## src/rtl/bufm_id_mgr.sv

```systemverilog
// Buffer-ID free-list manager shared by the ingress and egress buffer managers.
// Optional BUFM_DUP_CHECK_EN adds an in-use bitmap that rejects double/unknown releases.
module bufm_id_mgr #(
    parameter int ID_NUM    = 32,
    parameter int ID_WIDTH  = 8,
    parameter int CNT_WIDTH = 6
) (
    input  logic                 clk,
    input  logic                 rst_n,
    input  logic                 in_alloc_req,
    output logic [ID_WIDTH-1:0]  out_alloc_id,
    output logic                 out_alloc_id_wr,
    output logic                 out_alloc_fail,
    input  logic [ID_WIDTH-1:0]  in_release_id,
    input  logic                 in_release_id_wr,
    output logic                 out_release_err,
    input  logic                 in_flush,
    output logic [CNT_WIDTH-1:0] out_free_cnt,
    output logic                 out_init_done
);

    localparam int                   PTR_W    = (ID_NUM > 1) ? $clog2(ID_NUM) : 1;
    localparam logic [CNT_WIDTH-1:0] FULL_CNT = CNT_WIDTH'(ID_NUM);
    localparam logic [PTR_W-1:0]     LAST_PTR = PTR_W'(ID_NUM - 1);

    typedef enum logic {
        ST_INIT,
        ST_RUN
    } state_t;

    state_t               state;
    logic [ID_WIDTH-1:0]  id_mem [ID_NUM];
    logic [PTR_W-1:0]     rd_ptr;
    logic [PTR_W-1:0]     wr_ptr;
    logic [CNT_WIDTH-1:0] free_cnt;
    logic [ID_WIDTH-1:0]  head_id;
    logic                 id_in_range;
    logic                 rel_in_use;
    logic                 alloc_ok;
    logic                 rel_ok;
    logic                 mem_we;
    logic [ID_WIDTH-1:0]  mem_wdata;

    assign head_id      = id_mem[rd_ptr];
    assign id_in_range  = (32'(in_release_id) < 32'(ID_NUM));
    assign out_free_cnt = free_cnt;

`ifdef BUFM_DUP_CHECK_EN
    logic [ID_NUM-1:0] in_use;
    logic [PTR_W-1:0]  rel_idx;

    assign rel_idx    = in_release_id[PTR_W-1:0];
    assign rel_in_use = in_use[rel_idx];

    always_ff @(posedge clk or negedge rst_n) begin
        if (!rst_n) begin
            in_use <= '0;
        end else if (in_flush || state == ST_INIT) begin
            in_use <= '0;
        end else begin
            if (alloc_ok) begin
                in_use[head_id[PTR_W-1:0]] <= 1'b1;
            end
            if (rel_ok) begin
                in_use[rel_idx] <= 1'b0;
            end
        end
    end
`else
    assign rel_in_use = 1'b1;
`endif

    // An empty list never bypasses a same-cycle release into the grant path.
    always_comb begin
        alloc_ok  = 1'b0;
        rel_ok    = 1'b0;
        mem_we    = 1'b0;
        mem_wdata = in_release_id;
        if (!in_flush) begin
            if (state == ST_INIT) begin
                mem_we    = 1'b1;
                mem_wdata = ID_WIDTH'(wr_ptr);
            end else begin
                alloc_ok = in_alloc_req && (free_cnt != '0);
                rel_ok   = in_release_id_wr && id_in_range &&
                           (free_cnt != FULL_CNT) && rel_in_use;
                mem_we   = rel_ok;
            end
        end
    end

    always_ff @(posedge clk) begin
        if (mem_we) begin
            id_mem[wr_ptr] <= mem_wdata;
        end
    end

    always_ff @(posedge clk or negedge rst_n) begin
        if (!rst_n) begin
            state           <= ST_INIT;
            rd_ptr          <= '0;
            wr_ptr          <= '0;
            free_cnt        <= '0;
            out_alloc_id    <= '0;
            out_alloc_id_wr <= 1'b0;
            out_alloc_fail  <= 1'b0;
            out_release_err <= 1'b0;
            out_init_done   <= 1'b0;
        end else begin
            out_alloc_id_wr <= alloc_ok;
            out_alloc_fail  <= in_alloc_req && !alloc_ok && !in_flush;
            out_release_err <= in_release_id_wr && !rel_ok && !in_flush;
            if (alloc_ok) begin
                out_alloc_id <= head_id;
            end
            if (in_flush) begin
                state         <= ST_INIT;
                rd_ptr        <= '0;
                wr_ptr        <= '0;
                free_cnt      <= '0;
                out_init_done <= 1'b0;
            end else if (state == ST_INIT) begin
                wr_ptr <= wr_ptr + 1'b1;
                if (wr_ptr == LAST_PTR) begin
                    state         <= ST_RUN;
                    free_cnt      <= FULL_CNT;
                    out_init_done <= 1'b1;
                end
            end else begin
                if (alloc_ok) begin
                    rd_ptr <= rd_ptr + 1'b1;
                end
                if (rel_ok) begin
                    wr_ptr <= wr_ptr + 1'b1;
                end
                unique case ({alloc_ok, rel_ok})
                    2'b10:   free_cnt <= free_cnt - 1'b1;
                    2'b01:   free_cnt <= free_cnt + 1'b1;
                    default: free_cnt <= free_cnt;
                endcase
            end
        end
    end

endmodule

```

## config.mk

```make
export PLATFORM = sky130hd
export DESIGN_NAME = bufm_id_mgr
export DESIGN_NICKNAME = d
export VERILOG_FILES = /design/src/rtl/bufm_id_mgr.sv
export SDC_FILE = /design/constraint.sdc
export NUM_CORES = 1
export LEC_CHECK = 0
export ABC_AREA = 0
export ABC_CLOCK_PERIOD_IN_PS = 3600
export CAP_MARGIN = 10
export CELL_PAD_IN_SITES_DETAIL_PLACEMENT = 1
export CELL_PAD_IN_SITES_GLOBAL_PLACEMENT = 1
export CORE_MARGIN = 8
export CORE_UTILIZATION = 50
export CTS_BUF_LIST = sky130_fd_sc_hd__clkbuf_8
export CTS_CLUSTER_SIZE = 30
export DETAILED_ROUTE_END_ITERATION = 8
export GPL_ROUTABILITY_DRIVEN = 1
export GPL_TIMING_DRIVEN = 0
export PLACE_DENSITY_LB_ADDON = 0.08
export SLEW_MARGIN = 20
export SYNTH_ARGS = -nofsm -noshare
export SYNTH_HDL_FRONTEND = slang
export SYNTH_SLANG_ARGS = --single-unit
```

## constraint.sdc

```tcl
create_clock -name clk -period 3.6 [get_ports clk]
set_clock_uncertainty 0.2 [all_clocks]
set_input_delay 0.72 -clock clk [delete_from_list [all_inputs] [get_ports clk]]
set_output_delay 0.72 -clock clk [all_outputs]
set_load 0.01 [all_outputs]
```

== Word level (Yosys, flattened, before mapping) ==
Memories as Yosys holds them, arrays and structs flattened. A register that Yosys moved wholly into a read port is not among the register bits.
Cells that the tools add are included.

* Bits in registers: 21
* Memory bits (writable): 256
* Bits of input ports: 13
* Logic and storage cells: 66
* Memories kept: 1
* Output and inout port bits: 18

* Order comparisons: 1
* Multiplexer cells: 26
* Add/subtract/negate cells: 4
* Equality and inequality tests: 7
* Reductions and logical operators: 19

{| class="wikitable"
|+ Memories
! memory !! words !! width !! read ports !! clocked after memory_dff !! wr ports !! line !! RTL
|-
| id_mem || 32 || 8 || 1 || 1 || 1 || 32 || <nowiki>logic [ID_WIDTH-1:0] id_mem [ID_NUM];</nowiki>
|}

{| class="wikitable"
|+ Operators with widths
! cell !! count
|-
| 5-bit two-way mux || 6
|-
| 6-bit two-way mux || 3
|-
| 8-bit two-way mux || 2
|-
| 1-bit two-way mux || 14
|-
| 6-bit one-hot mux with 2 select lines || 1
|-
| 5-bit by 1-bit adder with 5-bit output (second input constant) || 2
|-
| 8-bit by 6-bit less-than comparator with 1-bit output (second input constant) || 1
|-
| 1-bit logical AND || 7
|-
| 6-bit by 1-bit adder with 6-bit output (second input constant) || 1
|-
| 6-bit != test (second input constant) || 1
|-
| 2-bit AND reduction || 3
|-
| 2-bit nonzero test || 3
|-
| 6-bit nonzero test || 1
|-
| 6-bit by 1-bit subtractor with 6-bit output (second input constant) || 1
|-
| 5-bit == test (second input constant) || 1
|-
| 1-bit logical NOT || 4
|-
| 4-bit by 2-bit != test with 1-bit output (second input constant) || 1
|-
| 3-bit by 2-bit != test with 1-bit output (second input constant) || 1
|-
| 3-bit nonzero test || 1
|-
| 2-bit by 1-bit == test with 1-bit output (second input constant) || 1
|-
| 2-bit == test (second input constant) || 1
|-
| 2-bit != test (second input constant) || 1
|}

== Longest topological paths before layout ==
Gate-level depths: netlist of the first run.

* Depth in word-level cells: 9
* Gate-level depth with buffers: 13
* Depth with buffers taken out: 11

== Worst setup path after synthesis of the first run ==
OpenSTA, ideal clock, no wires.

* Path kind: reg-to-reg
* Start point: register free_cnt[1], in the netlist out_free_cnt[1]
* End point: register free_cnt[4], in the netlist out_free_cnt[4]
* Data required time: 3.314 ns
* Path buffers: 2
* Slack: 0.204 ns
* Library setup time: 0.086 ns
* Stages on the path, launching flop included: 14
* Arrival: 3.110 ns
* Period minus slack after synthesis: 3.396 ns
* Path through: dfrtp_1 > or4_4 > nor3_1 > or3b_1 > buf_2 > buf_4 > ha_1 > inv_1 > ha_1 > nor2b_1 > o21a_1 > o21a_1 > o311a_1 > nor3_1

* Cells in the longest elaborated chain, start to end: 8
* Elaborated cells between the ends (all ways): 17
* Those cells by class: 2 x add/sub; 4 x eq/ne; 7 x mux; 4 x reduce/logical

{| class="wikitable"
|+ Ends and longest elaborated chain
! what !! line !! RTL
|-
| start: declaration || 35 || <nowiki>logic [CNT_WIDTH-1:0] free_cnt;</nowiki>
|-
| start signal: assignment || 137 || <nowiki>2'b10: free_cnt <= free_cnt - 1'b1;</nowiki>
|-
| start signal: assignment || 138 || <nowiki>2'b01: free_cnt <= free_cnt + 1'b1;</nowiki>
|-
| start signal: assignment || 139 || <nowiki>default: free_cnt <= free_cnt;</nowiki>
|-
| 6-bit != test / 6-bit nonzero test (equally long branches) || 86, 84 ||
|-
| 1-bit logical AND, on equally long branches || 85, 84 ||
|-
| 1-bit two-way mux || 80 || <nowiki>if (state == ST_INIT) begin</nowiki>
|-
| 1-bit two-way mux || 79 || <nowiki>if (!in_flush) begin</nowiki>
|-
| 2-bit by 1-bit == test with 1-bit output / 2-bit == test (equally long branches) || 136 || <nowiki>unique case ({alloc_ok, rel_ok})</nowiki>
|-
| 6-bit one-hot mux with 2 select lines || 136 ||
|-
| 6-bit two-way mux || 122 || <nowiki>end else if (state == ST_INIT) begin</nowiki>
|-
| 6-bit two-way mux || 116 || <nowiki>if (in_flush) begin</nowiki>
|}

Several ways; a longest one is shown, not always the timed one.
A chain may end at the register's enable or synchronous reset.

== Final worst setup path of the first run ==
* Start point: input in_release_id[7]
* End point: memory id_mem[27][1] (enable)

* Cells in the longest elaborated chain, start to end: 7

{| class="wikitable"
|+ Ends and longest elaborated chain
! what !! line !! RTL
|-
| start: declaration || 14 || <nowiki>input logic [ID_WIDTH-1:0] in_release_id,</nowiki>
|-
| 8-bit by 6-bit less-than comparator with 1-bit output || 45 || <nowiki>assign id_in_range = (32'(in_release_id) < 32'(ID_NUM));</nowiki>
|-
| 1-bit logical AND (2 in series) || 85 || <nowiki>rel_ok = in_release_id_wr && id_in_range &&</nowiki>
|-
| 1-bit two-way mux || 80 ||
|-
| 1-bit two-way mux || 79 ||
|-
| 1-bit two-way mux || 93 || <nowiki>if (mem_we) begin</nowiki>
|-
| 1-bit two-way mux (not written as such) || 94 || <nowiki>id_mem[wr_ptr] <= mem_wdata;</nowiki>
|-
| end: declaration || 32 ||
|}

Every way passes these cells.

==> results of run 1 <==
layer usage:
metal / global-route usage (%) / up-vias
met2: 36.05 / 196
met1: 25.99 / 3364
met5: 0 / -
met3: 3.634 / 70
li1: - / 2861
met4: 8.579 / 0
power by group:
group / internal (mW) / switching, mW / leakage (nW)
clock network: 1.33 / 1.26 / 0.501
registers: 3.66 / 0.0153 / 2.73
logic: 0.0644 / 0.156 / 1.16
path summary, 6_finish.rpt:
kind | from | endpoint | slack, ps
min in group asynchronous | rst_n | out_free_cnt[4] | 370
max reg2reg | out_free_cnt[0] | out_free_cnt[4] | 170
min reg2reg | out_alloc_id[6] | out_alloc_id[6] | 290
max in group asynchronous | rst_n | out_alloc_id[1] | 2400
min | out_alloc_id[6] | out_alloc_id[6] | 290
max | in_release_id[7] | id_mem[27][1] | -9
state kept, by name, summed over array words and instances, names as in the netlist:
name,count
out_init_done,1
out_alloc_id,8
out_alloc_id_wr,1
out_alloc_fail,1
out_free_cnt,6
id_mem,256
wr_ptr,5
state,1
rd_ptr,5
out_release_err,1
Yosys cell counts, types with 10 or more instances:
cell type  number
nand2_1        13
ha_1           11
a221oi_1       13
inv_1          11
a21oi_1        23
clkbuf_1       13
mux2_2         12
nor2_1         55
nand3_1        13
dfrtp_1        29
mux2i_1        48
edfxtp_1      256
buf_2          10
mux4_2         34
o21ai_0        15
placed cells by master (no fill, tap or decap), drive strengths merged, types with 3 or more instances in the layout:
cell	instances
nand3b	4
mux2i	48
clkbuf	65
edfxtp	256
a22o	7
nand3	13
or3	3
clkinvlp	3
a221oi	13
dfrtp	29
o2bb2ai	6
nand2b	3
nor2	55
o21ai	16
ha	11
and3	3
clkdlybuf4s50	29
clkinv	14
o22ai	7
a211oi	7
nand2	13
mux2	12
mux4	36
inv	28
xnor2	7
a21oi	23
nor2b	8
a31oi	7
a22oi	7
buf	27
nor3	5
or3b	4
worst max-delay path: stages:
cell and delay (ps):
clkdlybuf4s50_1 440, nor4b_1 580, o31ai_4 240, a21oi_1 370, nand2_1 440, nor2_1 780
kinds of logic after synthesis:
kind of cell	Yosys count	share of synthesized area, %
flip-flops	285	72.15
AND/OR/NAND/NOR	117	4.968
AO/OA/AOI/OAI	107	6.620
multiplexers	96	12.30
buffers and inverters	45	1.942
adder cells (fa/ha/maj)	12	1.352
XOR/XNOR	9	0.6760
final cells by class:
| type | count | area [sq um] | share of cell area (%) |
|---|---|---|---|
| buffer | 34 | 203.9 | 1.518 |
| clock buffer | 52 | 715.7 | 5.326 |
| clock inverter | 34 | 146.4 | 1.089 |
| inverter | 11 | 41.29 | 0.3073 |
| multi-input combinational | 341 | 3134 | 23.32 |
| sequential | 285 | 8414 | 62.62 |
| tap | 319 | 399.1 | 2.970 |
| timing repair buffer | 36 | 382.9 | 2.849 |
repair_timing:
| item | CTS | global route |
|---|---|---|
| endpoints found under the hold margin | 7 | 0 |
| pin swaps | 0 | 1 |
| buffers inserted | 1 | 2 |
| resized for setup | 7 | 28 |
| hold buffers | 1 | 0 |
| setup endpoints to repair | 19 | 250 |
per-stage QoR:
| step | setup TNS, ps | area [sq um] | hold WS [ps] |
|---|---|---|---|
| 2_1_floorplan | 0 | 11660 | 224.4 |
| 5_1_grt | -8195 | 13440 | 320.0 |
| 4_1_cts | -85.03 | 13340 | 291.8 |
| 3_5_place_dp | -131260 | 12430 | 277.5 |
| 6_report | -31.77 | 13440 | 287.5 |
| 3_3_place_gp | -149970 | 12360 | 263.3 |
==> summary.md, run 1 <==
| Metric | Value |
|---|---|
| Max-cap check violation count | `0` |
| Peak supply drop | `0.2825 mV` |
| Initial DRC Count | `485` |
| R2R cell count | `11` |
| DR top layer | `met4` |
| Mapped cell area | `11660 sq um` |
| Vias in the first global route | `7118` |
| Pwr dens | `481.9 nW/um^2` |
| Post-Route Utilization | `57.94%` |
| Failing checks | `negative setup slack` |
| Worst Path Required | `3570 ps` |
| Worst slew pin tran | `940.3 ps` |
| Die Y | `168.7 um` |
| WHS Path Cells | `2` |
| Unrepaired setup endpoints after global routing | `yes` |
| # port buffers | `30` |
| Tot Pwr | `6.476 mW` |
| GP Congestion | `0.8737` |
| Mapped Avg Cell Area | `17.38 sq um` |
| Yosys top cell by area | `edfxtp_1` |
| Clk slew on worst S/H paths | `60 ps` |
| Tmin final | `3609 ps` |
| Netlist cell types | `56` |
| Post-Synthesis Cells | `671` |
| Clock buffer depth | `3` |
| Fin nets | `781` |
| Place WS | `-587.2 ps` |
| CTS tree | `done` |
| Root Driver | `clkbuf_8` |
| Final WL | `29030 um` |
| CTS buffer count | `47` |
| # diodes | `0` |
| CTS Sinks | `285` |
| Fin. max-slew vios | `0` |
| Synth warn | `0` |
| Congestion Overflow GR | `0` |
| Sequential element share of the synthesized area | `72.15%` |
| Share of layout cells above drive strength 1 | `21.82%` |
| Tcrit/Tclk final | `100.2%` |
| Die Area | `28460 sq um` |
| Die width | `168.7 um` |
| Synthesized Nets | `696` |
| First-pass GRT wire length | `43900 um` |
| CP Capture Type | `register` |
| Setup Viol. Count Final | `6` |
| H-tree depth | `2` |
| Status | `finished, violations left` |
| Vias per cell | `5.837` |
| Critical Path Source Type | `primary input` |
| WL/cell | `26.10 um` |
| Arrival time of the worst setup path | `3580 ps` |
| Largest net degree at the start of global routing | `33` |
| Setup Crit Path Kind | `in2reg` |
| DR DRC count | `0` |
| Count of flip-flops with a built-in enable after synthesis | `256` |
| Main synth FF type | `edfxtp_1` |
| Final ANT Viol Nets | `0` |
| Cell row count | `56` |
| FFs w/ async S/R, synth | `10.18%` |
| HPWL Detailed | `19340 um` |
| Non-Filler Instances | `1112` |
| Area growth, synth to finish | `15.24%` |
| Max frequency | `277.1 MHz` |
| Crit-path max FO | `8` |
| Via count | `6491` |
| DR WL met3 | `1313 um` |
| Total met2 wirelength after detailed routing | `14740 um` |
| Fillcell total | `2095` |
| Placed Cells incl. Taps | `1022` |
| GRT Total Usage | `20.97%` |
| Final Hold Fails | `0` |
| Met1 wire length | `11880 um` |
| Initial antenna violation count | `0` |
| Yosys reg bits | `285` |
| Starting Density | `50.28%` |
| 1st-pass router iterations | `5` |
| Top post-synthesis cells by area | `edfxtp_1, mux4_2, dfrtp_1, mux2i_1, nor2_1` |
| IO Count | `31` |
| Relative slew slack | `37.08%` |
| Leakage dissipation | `4.389 nW` |
| Core ar. | `23190 sq um` |
| PnR worst setup slack | `-8.561 ps` |
| Hold Path Class | `reg2reg` |
| Post-synth top area share | `65.92%` |
| Latest clock arrival within the worst-skew pair | `560 ps` |
(Power assumes the default switching activity.)
==> run 2, diff against run 1 <==
- ABC_CLOCK_PERIOD_IN_PS: 3600 -> 3800
- CORE_UTILIZATION: 50 -> 55
- clock period: 3.6 -> 3.8 ns (I/O delays scaled with it)
==> run 2 against run 1 <==
  * The run now ends clean
  * Via count grew 1.5%
  * Final cell count fell by 4.1%
  * Combinational power down 9%
  * Register-to-register slack worse by 70 ps
  * Worst setup slack improved by 110 ps
  * Core utilization up 5.8 points
  * Clock-buffer cell count is 1 higher
  * Die area decreased by 8.2%
  * Sequential share of layout area up 0.58 points
  * Worst hold slack gained 38 ps
==> summary.md, run 2 (synthesized netlist as in run 1, its figures left out) <==
| Metric | Value |
|---|---|
| # port buffers | `30` |
| CP Launch Point | `out_free_cnt[1]` |
| Met2 Use GR | `39.76%` |
| CTS tree | `done` |
| Largest net degree at the start of global routing | `33` |
| Share of layout cells above drive strength 1 | `18.46%` |
| Clk slew on worst S/H paths | `60 ps` |
| Most frequent cells in the layout | `edfxtp_1, nor2_1, clkbuf_8` |
| Final ANT Viol Nets | `0` |
| Arrival time of the worst setup path | `3960 ps` |
| Hold Path Class | `in2async` |
| Place WS | `-406.5 ps` |
| Status | `complete, no violations` |
| DR DRC count | `0` |
| HPWL Detailed | `19150 um` |
| Max-cap check violation count | `0` |
| Tcrit/Tclk final | `97.36%` |
| First-pass GRT wire length | `44720 um` |
| Final Hold Fails | `0` |
| Core ar. | `20890 sq um` |
| Area growth, synth to finish | `14.16%` |
| CTS Sinks | `285` |
| DP Area | `12350 sq um` |
| Worst r2r src | `out_free_cnt[1]` |
| CP peak stage delay | `610 ps` |
| CP Capture Type | `register` |
| Via count | `6589` |
| Met1 usage | `29.43%` |
| IO Count | `31` |
| Latest clock arrival within the worst-skew pair | `560 ps` |
| Post-Route Utilization | `63.73%` |
| Leakage dissipation | `4.391 nW` |
| Final WL | `29810 um` |
| Setup Crit Path Kind | `reg2reg` |
| Fin. max-slew vios | `0` |
| Vias in the first global route | `7168` |
| Die Area | `26120 sq um` |
| Crit path max-delay cell type | `or4_4` |
| Clock buffer depth | `3` |
| GRT Total Usage | `23.21%` |
| Non-Filler Instances | `1066` |
| Root Driver | `clkbuf_8` |
| Pwr dens | `473.9 nW/um^2` |
| # diodes | `0` |
| Tmin final | `3700 ps` |
| CP Cell Sequence | `or4_4 > nor3_1 > or3b_1 > clkbuf_4 > buf_6 > ha_2 > inv_1 > ha_1 > nor2b_1 > o21a_1 > o21a_1 > o311a_1 > nor3_1` |
| Fin nets | `778` |
| Die Y | `161.6 um` |
| Peak supply drop | `0.2862 mV` |
| GR peak layer | `met2` |
| H-tree depth | `2` |
| Setup Viol. Count Final | `0` |
| Worst Path Required | `4060 ps` |
| Vias per cell | `6.181` |
| 1st-pass router iterations | `5` |
| Top reg by flops | `id_mem` |
| Max reg flops | `256` |
| Critical Path Source Type | `register` |
| WL/cell | `27.96 um` |
| Relative slew slack | `32.81%` |
| Die width | `161.6 um` |
| Met3 Usage GRT | `4.276%` |
| Max frequency | `270.3 MHz` |
| Fin area | `13310 sq um` |
| CTS buffer count | `47` |
| Starting Density | `55.83%` |
| Most common cell after layout, fill and taps aside | `edfxtp_1` |
| Initial antenna violation count | `0` |
| Cell row count | `53` |
| TNS Setup | `0 ps` |
| Fillcell total | `1835` |
| Initial DRC Count | `575` |
| Setup Buffers After CTS | `0` |
| Crit-path max FO | `10` |
| Congestion Overflow GR | `0` |
| Worst slew pin tran | `1004 ps` |
| Placed Cells incl. Taps | `978` |
| GP Congestion | `0.8662` |
| PnR worst setup slack | `100.2 ps` |
run 2: cell types whose count changed in the layout (fill, tap and decap cells not counted), sizes merged:
cell | before | now
buf | 27 | 23
inv | 28 | 29
bufinv | 0 | 2
clkinv | 14 | 12
clkinvlp | 3 | 2
clkbuf | 65 | 67
run 2: layer usage:
metal | vias up | wire length, um
li1 | 2853 | -
met1 | 3416 | 11980
met2 | 256 | 15200
met3 | 64 | 1822
met4 | 0 | 805
met5 | - | 0
run 2: worst paths after layout:
check	cells after the start	to	slack, ps
setup / recovery	13	out_free_cnt[4]	100
hold / removal	2	out_free_cnt[2]	330
setup reg to reg	13	out_free_cnt[4]	100
hold reg to reg	1	out_alloc_id[0]	330
max in group asynchronous	3	rd_ptr[4]	2720
min in group clk	1	out_alloc_id[0]	330
run 2: worst max-delay path: cells and delay by family, from the launching register on:
kind,cells,cell delay (ps)
simple gates,5,1220
buf+inv,3,490
flops,1,440
compound gates,3,670
fa+ha+maj,2,570
run 2: power by group:
group          switching (mW)  internal [mW]  total, mW
Sequential             0.0135           3.46       3.48
Clock                    1.21           1.42       2.63
Combinational           0.144         0.0579      0.201
Total                    1.37           4.94       6.31
run 2: area by class of cell:
class	instances	area (sq um)	area share [%]
clock inverter	34	200.2	1.504
clock buffer	53	729.5	5.479
sequential	285	8413	63.20
timing repair buffer	33	340.3	2.556
multi-input combinational	341	3053	22.93
tap	275	344.1	2.585
buffer	34	191.4	1.438
inverter	11	41.29	0.3101
run 2: timing repair:
action / 4_1_cts / 5_1_grt
hold buffers: 1 / 0
setup endpoints to repair: 0 / 22
gates resized for setup: 0 / 6
hold endpoints to repair: 29 / 0
run 2: per-stage QoR:
stage / power, mW / hold WS, ps
6_report: 6.309 / 325.3
5_1_grt: 6.475 / 333.0
4_1_cts: 6.349 / 300.6
3_5_place_dp: 3.742 / 307.7
3_3_place_gp: 3.726 / 290.2
2_1_floorplan: 3.628 / 264.4
==> run 3, diff against run 2 <==
- MAX_ROUTING_LAYER: unset -> met4
==> run 3 against run 2 <==
  * Combinational power about the same
  * Register-to-register slack about the same
  * Final cell count unchanged
  * Global-route usage increased by 0.68 points
  * Sequential share of layout area unchanged
  * Critical path depth unchanged
  * Highest routed layer unchanged
==> summary.md, run 3 (synthesized netlist as in run 1, its figures left out) <==
| Metric | Value |
|---|---|
| Status | `complete, no violations` |
| Clock buffer depth | `3` |
| R2R cell count | `13` |
| HPWL Detailed | `19150 um` |
| Congestion Overflow GR | `0` |
| Place WS | `-406.5 ps` |
| Setup Crit Path Kind | `reg2reg` |
| Non-Filler Instances | `1066` |
| Fin area | `13310 sq um` |
| Clk pwr share | `41.7%` |
| Largest net degree at the start of global routing | `33` |
| GP Congestion | `0.8803` |
| Tcrit/Tclk final | `97.39%` |
| Leakage dissipation | `4.391 nW` |
| Initial DRC Count | `609` |
| Relative slew slack | `31.85%` |
| Vias per cell | `6.185` |
| Vias in the first global route | `7140` |
| Clk slew on worst S/H paths | `60 ps` |
| CP Cell Sequence | `or4_4 > nor3_1 > or3b_1 > clkbuf_4 > buf_6 > ha_2 > inv_1 > ha_1 > nor2b_1 > o21a_1 > o21a_1 > o311a_1 > nor3_1` |
| Placed Cells incl. Taps | `978` |
| Seq pwr share | `55.1%` |
| Initial antenna violation count | `0` |
| Top reg by flops | `id_mem` |
| DR DRC count | `0` |
| CP peak stage delay | `610 ps` |
| Tmin final | `3701 ps` |
| Tot Pwr | `6.310 mW` |
| Arrival time of the worst setup path | `3960 ps` |
| Worst Path Required | `4060 ps` |
| Comb power frac | `3.2%` |
| Most frequent cells in the layout | `edfxtp_1, nor2_1, clkbuf_8` |
| Most common cell after layout, fill and taps aside | `edfxtp_1` |
| Cell row count | `53` |
| Area growth, synth to finish | `14.16%` |
| NetSw | `1.368 mW` |
| CTS buffer count | `47` |
| Pwr dens | `474.0 nW/um^2` |
| FF-to-FF End | `out_free_cnt[4]` |
| Post-Route Utilization | `63.73%` |
| Max frequency | `270.2 MHz` |
| Worst slew pin tran | `1019 ps` |
| GRT Total Usage | `23.89%` |
| Die Area | `26120 sq um` |
| First-pass GRT wire length | `44730 um` |
| Sw Ratio | `21.68%` |
| CTS Sinks | `285` |
| Max reg flops | `256` |
| Max-cap check violation count | `0` |
| Share of layout cells above drive strength 1 | `18.46%` |
| Root Driver | `clkbuf_8` |
| Hold Path Class | `in2async` |
| Fin. max-slew vios | `0` |
| Critical path endpoint | `out_free_cnt[4]` |
| Power Internal | `4.942 mW` |
| Critical Path Source Type | `register` |
| Fin nets | `778` |
| CP Launch Point | `out_free_cnt[1]` |
| IO Count | `31` |
| # port buffers | `30` |
| CP Capture Type | `register` |
| H-tree depth | `2` |
| PnR worst setup slack | `99.01 ps` |
| Crit-path max FO | `10` |
| Hold WS | `326.0 ps` |
| CTS tree | `done` |
| WL/cell | `27.94 um` |
| Latest clock arrival within the worst-skew pair | `560 ps` |
| Die width | `161.6 um` |
| Setup Buffers After CTS | `0` |
| Via count | `6593` |
| DP Area | `12350 sq um` |
| Crit path max-delay cell type | `or4_4` |
| Final ANT Viol Nets | `0` |
| Die Y | `161.6 um` |
| Final Hold Fails | `0` |
| Worst r2r src | `out_free_cnt[1]` |
| Peak supply drop | `0.2859 mV` |
| Setup Viol. Count Final | `0` |
| 1st-pass router iterations | `5` |
| Starting Density | `55.83%` |
| # diodes | `0` |
| TNS Setup | `0 ps` |
| Reg-to-reg slack, setup | `100 ps` |
| Core ar. | `20890 sq um` |
| Final WL | `29790 um` |
==> run 3: cell counts in the layout (fill, tap and decap cells not counted) <==
No cell type changed its count.
==> run 3: worst min-delay path by stage <==
stage,end,start,slack [ps]
2_1_floorplan,out_alloc_fail,rst_n,260
3_3_place_gp,out_init_done,out_init_done,290
3_5_place_dp,out_alloc_id[4],out_alloc_id[4],310
4_1_cts,out_free_cnt[2],rst_n,300
5_1_grt,out_alloc_id[0],out_alloc_id[0],330
6_report,out_free_cnt[2],rst_n,330
==> run 3: area by class of cell <==
cell class / instances / area, sq um
fill: 1835 / 7576
multi-input combinational: 341 / 3053
clock inverter: 34 / 200.2
inverter: 11 / 41.29
timing repair buffer: 33 / 340.3
clock buffer: 53 / 729.5
sequential: 285 / 8413
tap: 275 / 344.1
buffer: 34 / 191.4
==> run 3: timing repair <==
item / CTS / global route
hold endpoints to repair: 29 / 0
setup endpoints to repair: 0 / 22
gates resized for setup: 0 / 6
hold buffers: 1 / 0
==> run 3: power groups by stage <==
stage | combinational [mW] | clock [mW] | sequential [mW]
floorplan | 0.0880 | 0 | 3.54
global placement | 0.183 | 0 | 3.54
detailed placement | 0.200 | 0 | 3.54
CTS | 0.203 | 2.67 | 3.48
global route | 0.216 | 2.78 | 3.48
finish | 0.202 | 2.63 | 3.48
==> run 3: worst max-delay path: cells and delay by family, from the launching register on <==
family                     cells  cell delay [ps]
DFF                            1              430
adders and majority gates      2              570
and+or+nand+nor                5             1220
AOI/OAI and AO/OA              3              670
buffers and inverters          3              510
==> run 3: routing by layer <==
| metal | wire length [um] | GRT usage, % | vias up |
|---|---|---|---|
| li1 | - | - | 2862 |
| met1 | 12190 | 29.63 | 3427 |
| met2 | 15200 | 39.92 | 240 |
| met3 | 1639 | 3.996 | 64 |
| met4 | 758 | 7.365 | 0 |
| met5 | 0 | - | - |
